<file path="config.mk">
export PLATFORM = sky130hd
export DESIGN_NAME = uart_tx_unit
export DESIGN_NICKNAME = d
export VERILOG_FILES = /design/src/rtl/uart_tx_unit.sv
export SDC_FILE = /design/constraint.sdc
export NUM_CORES = 1
export LEC_CHECK = 0
export ABC_AREA = 0
export CAP_MARGIN = 25
export CORE_ASPECT_RATIO = 0.5
export CORE_MARGIN = 2
export CORE_UTILIZATION = 61
export CTS_CLUSTER_DIAMETER = 100
export DETAILED_ROUTE_END_ITERATION = 12
export PLACE_DENSITY = 0.79
export SLEW_MARGIN = 5
export SYNTH_ARGS = -nofsm -noshare
export SYNTH_HDL_FRONTEND = slang
export SYNTH_SLANG_ARGS = --single-unit
</file>
<file path="constraint.sdc">
create_clock -name clk -period 3.05 [get_ports clk]
set_input_delay 0.305 -clock clk [delete_from_list [all_inputs] [get_ports clk]]
set_output_delay 0.305 -clock clk [all_outputs]
set_load 0.01 [all_outputs]
</file>
<file path="src/rtl/uart_tx_unit.sv">
// Byte-stream UART transmitter: small byte FIFO feeding an 8N1 serialiser, LSB first.
// Define UART_TX_PARITY_EN to insert an even-parity bit (8E1 framing).
module uart_tx_unit #(
  parameter int CLK_FREQ   = 100000000,
  parameter int BAUD       = 115200,
  parameter int FIFO_DEPTH = 16
) (
  input  logic                          clk,
  input  logic                          rst,
  input  logic [7:0]                    d_rx,
  input  logic                          vld_rx,
  output logic                          rdy_rx,
  output logic                          txd,
  output logic                          busy,
  output logic [$clog2(FIFO_DEPTH):0]   fifo_cnt
);

  localparam int BIT_CYC = CLK_FREQ / BAUD;
  localparam int BC_W    = $clog2(BIT_CYC);
  localparam int PTR_W   = $clog2(FIFO_DEPTH);
  localparam int CNT_W   = PTR_W + 1;

  localparam logic [BC_W-1:0]  BC_LAST  = BC_W'(BIT_CYC - 1);
  localparam logic [CNT_W-1:0] CNT_FULL = CNT_W'(FIFO_DEPTH);

  typedef enum logic [2:0] {
    IDLE,
    START,
    DATA,
`ifdef UART_TX_PARITY_EN
    PARITY,
`endif
    STOP
  } state_t;

  state_t            state_q, state_d;
  logic [BC_W-1:0]   baud_q, baud_d;
  logic [2:0]        bit_q, bit_d;
  logic [7:0]        sh_q, sh_d;
  logic              txd_q, txd_d;
  logic [PTR_W-1:0]  wr_ptr_q, wr_ptr_d;
  logic [PTR_W-1:0]  rd_ptr_q, rd_ptr_d;
  logic [CNT_W-1:0]  cnt_q, cnt_d;
`ifdef UART_TX_PARITY_EN
  logic              par_q, par_d;
`endif

  logic [7:0]        mem_q [FIFO_DEPTH];

  logic              wr_en;
  logic              pop;
  logic              bit_end;

  assign rdy_rx   = (cnt_q != CNT_FULL);
  assign wr_en    = vld_rx && rdy_rx;
  assign bit_end  = (baud_q == BC_LAST);
  assign txd      = txd_q;
  assign busy     = (state_q != IDLE) || (cnt_q != '0);
  assign fifo_cnt = cnt_q;

  // NOTE: every variable gets a default before the case so no path leaves it unassigned (no latch).
  always_comb begin
    state_d = state_q;
    baud_d  = baud_q;
    bit_d   = bit_q;
    sh_d    = sh_q;
    pop     = 1'b0;
`ifdef UART_TX_PARITY_EN
    par_d   = par_q;
`endif

    if (state_q != IDLE) begin
      baud_d = bit_end ? '0 : baud_q + 1'b1;
    end

    case (state_q)
      IDLE: begin
        if (cnt_q != '0) begin
          pop     = 1'b1;
          sh_d    = mem_q[rd_ptr_q];
`ifdef UART_TX_PARITY_EN
          par_d   = ^mem_q[rd_ptr_q];
`endif
          baud_d  = '0;
          bit_d   = '0;
          state_d = START;
        end
      end
      START: begin
        if (bit_end) state_d = DATA;
      end
      DATA: begin
        if (bit_end) begin
          sh_d  = {1'b0, sh_q[7:1]};
          bit_d = bit_q + 1'b1;
          if (bit_q == 3'd7) begin
`ifdef UART_TX_PARITY_EN
            state_d = PARITY;
`else
            state_d = STOP;
`endif
          end
        end
      end
`ifdef UART_TX_PARITY_EN
      PARITY: begin
        if (bit_end) state_d = STOP;
      end
`endif
      STOP: begin
        if (bit_end) state_d = IDLE;
      end
      default: state_d = IDLE;
    endcase
  end

  // The line level is a registered function of the current state, so it trails the FSM by one clock.
  always_comb begin
    txd_d = 1'b1;
    case (state_q)
      START:  txd_d = 1'b0;
      DATA:   txd_d = sh_q[0];
`ifdef UART_TX_PARITY_EN
      PARITY: txd_d = par_q;
`endif
      default: txd_d = 1'b1;
    endcase
  end

  always_comb begin
    wr_ptr_d = wr_en ? wr_ptr_q + 1'b1 : wr_ptr_q;
    rd_ptr_d = pop   ? rd_ptr_q + 1'b1 : rd_ptr_q;
    case ({wr_en, pop})
      2'b10:   cnt_d = cnt_q + 1'b1;
      2'b01:   cnt_d = cnt_q - 1'b1;
      default: cnt_d = cnt_q;
    endcase
  end

  // NOTE: sequential state uses non-blocking assignments so all flops update from pre-edge values.
  always_ff @(posedge clk or negedge rst) begin
    if (!rst) begin
      state_q  <= IDLE;
      baud_q   <= '0;
      bit_q    <= '0;
      sh_q     <= '0;
      txd_q    <= 1'b1;
      wr_ptr_q <= '0;
      rd_ptr_q <= '0;
      cnt_q    <= '0;
`ifdef UART_TX_PARITY_EN
      par_q    <= 1'b0;
`endif
    end else begin
      state_q  <= state_d;
      baud_q   <= baud_d;
      bit_q    <= bit_d;
      sh_q     <= sh_d;
      txd_q    <= txd_d;
      wr_ptr_q <= wr_ptr_d;
      rd_ptr_q <= rd_ptr_d;
      cnt_q    <= cnt_d;
`ifdef UART_TX_PARITY_EN
      par_q    <= par_d;
`endif
    end
  end

  // NOTE: storage array has no reset; occupancy and pointers alone decide which entries are valid.
  always_ff @(posedge clk) begin
    if (wr_en) mem_q[wr_ptr_q] <= d_rx;
  end

endmodule

</file>
* Word level (Yosys, flattened, before mapping)
Memory sizes are Yosys's and may differ from the RTL's.
Cells that the tools add are included.
** Storage, ports and cells
- Word-level logic and storage cells :: 59
- Input bits :: 11
- Memories kept :: 1
- Output and inout bits :: 8
- Memory bits (writable) :: 128
- Flip-flop bits (word level) :: 38
** Operators by class
- Equal/unequal tests :: 13
- Reductions and logical operators :: 9
- Multiplexer cells :: 22
- $add $sub $neg :: 6
** Memory list
- mem_q :: depth 16, width 8, read ports 1, clocked after memory_dff 0, write ports 1, line 48 : logic [7:0] mem_q [FIFO_DEPTH];
** Operators with widths (number)
- two-way mux 10 bit :: 4
- two-way mux 3 bit :: 7
- two-way mux 8 bit :: 2
- one-hot mux 8 bit (2 select lines) :: 1
- one-hot mux 3 bit (4 select lines) :: 1
- adder 10 x 1 -> 10 bit (second input constant) :: 1
- == test 10 bit (second input constant) :: 1
- inequality test 2 bit (second input constant) :: 5
- one-hot mux 5 bit (2 select lines) :: 1
- adder 4 x 1 -> 4 bit (second input constant) :: 2
- == test 3 x 2 -> 1 bit (second input constant) :: 2
- one-hot mux 3 bit (2 select lines) :: 1
- adder 5 x 1 -> 5 bit (second input constant) :: 1
- inequality test 5 bit (second input constant) :: 1
- AND reduction 5 bit :: 1
- nonzero test 5 bit :: 1
- subtractor 5 x 1 -> 5 bit (second input constant) :: 1
- two-way mux 1 bit :: 4
- nonzero test 2 bit :: 2
- adder 3 x 1 -> 3 bit (second input constant) :: 1
- == test 3 x 1 -> 1 bit (second input constant) :: 1
- == test 3 bit (second input constant) :: 1
- zero test 3 bit :: 1
- AND reduction 3 bit :: 1
- other kinds (6) :: 6

* Logic depth before layout (Yosys ltp)
- Depth in word-level cells :: 5
- Mapped depth :: 13
- Gate-level depth less buffers :: 12

* Worst setup path before layout
OpenSTA, ideal clock, no wires.
- Kind :: register to register
- Start :: register cnt_q[1], in the netlist fifo_cnt[1]
- End :: register cnt_q[4], in the netlist fifo_cnt[4]
- Data arrival time :: 2.422 ns
- Clock period less this slack :: 2.554 ns
- Required time :: 2.918 ns
- Setup slack :: 0.496 ns
- Cell stages (with the launch flop) :: 13
- Path buffers :: 1
- Library setup time :: 0.132 ns
- Cells stage by stage :: dfrtp_1 nor3_1 nand3b_1 and2_1 clkbuf_1 inv_1 ha_1 xor2_1 ha_1 nor2_1 a222oi_1 nor2_1 xor2_1
** On the way
- Elaborated cells on any way between the ends :: 11
- Those cells by class :: 2 x add/sub; 3 x eq/ne; 3 x mux; 3 x reduce/logical
** RTL lines
- from (decl) :: line 43 : logic [CNT_W-1:0] cnt_q, cnt_d;
- from (signal assigned) :: line 162 : cnt_q <= cnt_d;
- inequality test 5 bit * :: line 54 : assign rdy_rx = (cnt_q != CNT_FULL);
- via rdy_rx :: line 12 : output logic rdy_rx,
- logical AND 1 bit * :: line 55 : assign wr_en = vld_rx && rdy_rx;
- == test 2 x 1 -> 1 bit / == test 2 bit (equally long branches) :: line 133 : case ({wr_en, pop})
- one-hot mux 5 bit (2 select lines) / nonzero test 2 bit (equally long branches)
The timed path passes the listed nets; every way through them passes the cells marked *.
A chain may end at the register's enable or synchronous reset.

* Final worst setup path
- Start :: register state_q[0]
- End :: register cnt_q[4], in the netlist fifo_cnt[4]
** On the way
- Cells in the longest elaborated chain, start to end :: 4
- Elaborated cells on any way between the ends :: 6
- Those cells by class :: 2 x eq/ne; 2 x mux; 2 x reduce/logical
** RTL lines
- from (decl) :: line 36 : state_t state_q, state_d;
- from (signal assigned) :: line 155 : state_q <= state_d;
- zero test 3 bit * :: line 76 : case (state_q)
- two-way mux 1 bit * :: line 76
- via pop :: line 51 : logic pop;
- == test 2 x 1 -> 1 bit / == test 2 bit (equally long branches) :: line 133
- one-hot mux 5 bit (2 select lines) / nonzero test 2 bit (equally long branches)
Marks and branches as above.

==> results.txt <==
status: finished clean
Synth warnings: 0
Top FF cell, synth: edfxtp_1
Detailed Route Iter0 Violations: 400
cts hold-fix bufs: 1
vias per cell: 6.32
largest net degree at the start of global routing: 38
Crit. End Element: register
H-tree depth: 4
crit start category: register
initial antenna violation count: 0
total core area: 11,000 µm²
Routed Antenna Nets: 0
share of cells above drive strength 1: 0.188
nets: 508
GR Util All Layers: 0.249
clock tree buffer depth: 2
Ant. Diodes: 0
Initial Util: 0.631
Synth Net Count: 464
Post-synth EDFFs: 128
fin crit share: 0.897
crit path time final: 2.73 ns
main combinational cell family by area after synthesis: multiplexers
Synth cell types: 49
RSZ-0062 raised after global routing: false
die height: 79.6 µm
Synth Area per Inst: 15.9 µm²
Max IR drop VDD: 0.461 mV
buffers added on ports: 18
Worst Path Arrival: 3.04 ns
DRC: 0
worst-skew pair later-pin latency: 0.43 ns
worst-path maximum fanout: 6
postcts setup bufs: 0
Die X: 155 µm
routed vias: 4,037
CTS Sinks: 165
critical path required time: 3.36 ns
top-area cell type share of the netlist area: 0.551
met1 Resource Use GR: 0.333
Layout area overhead: 15.0%
vias in the first global route: 4,015
Final Skew: 0.00869 ns
relative max-transition margin: 0.451
synthesized instance count: 438
Slowest-stage cell, CP: dfrtp_1
1st-pass router iterations: 5
PD cells: 959 nW/µm²
Tightest Pin Transition: 0.823 ns
PostCTS Resize Cnt: 0
met2 usage: 0.402
Seq. cell area: 4770 µm²
routability cong.: 0.801
most frequent CP cell: ha_1
TritonCTS Buffers: 17
endpoints failing setup: 0
worst path bufs/invs: 2
GRT overflow: 0
Pwr Total: 7.69 mW
final wirelength: 14,000 µm
num ports: 19
WS Path Type: register to register
filler cell count: 676
simple-gate share of the synthesized area: 0.0630
Hold WC Path Type: register to register
LEAKAGE: 2.87 nW
Slew Limit Fails: 0
wire per inst: 21.9 µm
max frequency: 366 MHz
total of max-cap violations: 0
HPWL after DPL: 8800 µm
Area contributors post-synth: edfxtp_1 55%, dfrtp_1 13%, mux4_2 6.8%
Most Crowded Layer GR: met2
Synth Area in Compound Gates: 0.0740
Seq cells post-synth: 165
Post-synth ARST share: 0.224
Adder-Cell Fraction of Synth Area: 0.0269
first-pass GRT wire length: 22,000 µm
register area share after synthesis: 0.684
CTS clk-pin slew, worst paths: 0.07 ns
root buf cell: clkbuf_16
synthesized area: 6970 µm²
TNS Setup: 0 ns
Synth Area in XOR/XNOR: 0.0188
Worst path max stage delay: 0.40 ns
# rows: 27
Multi-input gate area: 2050 µm²
crit path cell chain: inv_1 -> ha_1 -> inv_1 -> nor2_1 -> ha_1 -> xor2_1 -> ha_1 -> nand3b_1 -> o21ai_0 -> a222oi_1 -> nor2_1 -> xor2_1
GR Layer Usage met3: 0.0673
Yosys top cell by area: edfxtp_1
CTS tree: built
mux contribution to synthesized area: 0.112
Fin. Hold Viols: 0
CP top delay family: adder cells
DIE AREA: 12,400 µm²
[worst paths after layout]
check                      slack [ns]  cells after the start           to        from
min in group asynchronous        0.51                      2  fifo_cnt[2]         rst
max in group asynchronous        2.02                      2  wr_ptr_q[2]         rst
hold reg to reg                  0.49                      1     bit_q[0]    bit_q[0]
hold / removal                   0.49                      1     bit_q[0]    bit_q[0]
setup reg to reg                 0.32                     12  fifo_cnt[4]  state_q[0]
setup / recovery                 0.32                     12  fifo_cnt[4]  state_q[0]
[layer usage]
| layer | vias to the layer above | share of wire |
|---|---|---|
| li1 | 1786 | - |
| met3 | 21 | 0.074 |
| met5 | - | 0 |
| met2 | 141 | 0.48 |
| met4 | 0 | 0.016 |
| met1 | 2089 | 0.43 |
[worst reg2reg max path: stages (launching register included)]
cell and delay [ns]:
dfrtp_1 0.40, inv_1 0.11, ha_1 0.27, inv_1 0.17, nor2_1 0.39, ha_1 0.36
xor2_1 0.10, ha_1 0.22, nand3b_1 0.08, o21ai_0 0.08, a222oi_1 0.23, nor2_1 0.08
xor2_1 0.14
[layout make-up]
class | count | area share
multi-input cells | 243 | 0.256
flip-flops and latches | 165 | 0.595
clock inverters | 14 | 0.0209
well taps | 145 | 0.0226
clock buffers | 17 | 0.0531
repair buffers | 45 | 0.0475
inverters | 10 | 0.00468
[cells by family (layout without fill, tap and decap cells)]
logic type,Yosys count,count (layout)
flip-flops,165,165
AND/OR/NAND/NOR,87,87
AO/OA/AOI/OAI,75,75
multiplexers,51,51
buffers and inverters,30,86
adder cells (fa/ha/maj),15,15
XOR/XNOR,15,15
[synth_stat cells, drive strengths merged, types with 3 or more instances]
| master | count |
|---|---|
| xor2 | 7 |
| o22ai | 6 |
| nor2 | 24 |
| buf | 13 |
| a22oi | 14 |
| inv | 10 |
| o21a | 6 |
| o31ai | 3 |
| nand2b | 3 |
| o311ai | 6 |
| nor3 | 9 |
| nand3 | 4 |
| edfxtp | 128 |
| mux2i | 26 |
| nor2b | 4 |
| xnor2 | 8 |
| nand2 | 27 |
| ha | 15 |
| clkbuf | 7 |
| nand3b | 3 |
| dfrtp | 36 |
| o21ai | 18 |
| mux4 | 21 |
| a21oi | 12 |
| mux2 | 4 |
[cells in the final DEF, fill, tap and decap left out, types with 3 or more instances in the layout]
cell type          n
xnor2_1            8
ha_1              15
o22ai_1            6
clkinv_4           4
mux2_2             4
edfxtp_1         128
nand3_1            4
nand3b_1           3
nor2b_1            4
nand2_1           27
inv_8              3
inv_6              3
buf_4             26
a22oi_1           14
o31ai_1            3
nor3_1             8
xor2_1             7
nand2b_1           3
dfrtp_1           36
clkdlybuf4s50_1   17
o311ai_0           6
mux4_2            21
nor2_1            23
o21ai_0           18
inv_1             10
o21a_1             6
clkbuf_16         17
mux2i_1           26
a21oi_1           10
[registers in the layout, summed over array words and instances (netlist names)]
name	flops
txd	1
state_q	2
sh_q	8
wr_ptr_q	4
mem_q	128
baud_q	10
fifo_cnt	5
bit_q	3
rd_ptr_q	4
[through the flow]
step	hold WS, ns	setup slack (ns)	instances	cell area [µm²]	util
after detailed placement	0.451	0.338	607	7410	0.671
after global routing	0.517	0.0904	639	8020	0.726
after CTS	0.493	0.318	639	8020	0.726
final	0.491	0.315	639	8020	0.726
after global placement	0.441	0.441	607	7410	0.671
after floorplan	0.00941	0.496	438	6970	-
[report_power, final]
part	switching, mW	internal [mW]	leakage (nW)
registers	0.351	2.80	1.61
clock network	0.925	1.23	0.290
logic	1.28	1.11	0.974
total	2.55	5.14	2.87
No activity file was read; power rests on OpenSTA's default activity.
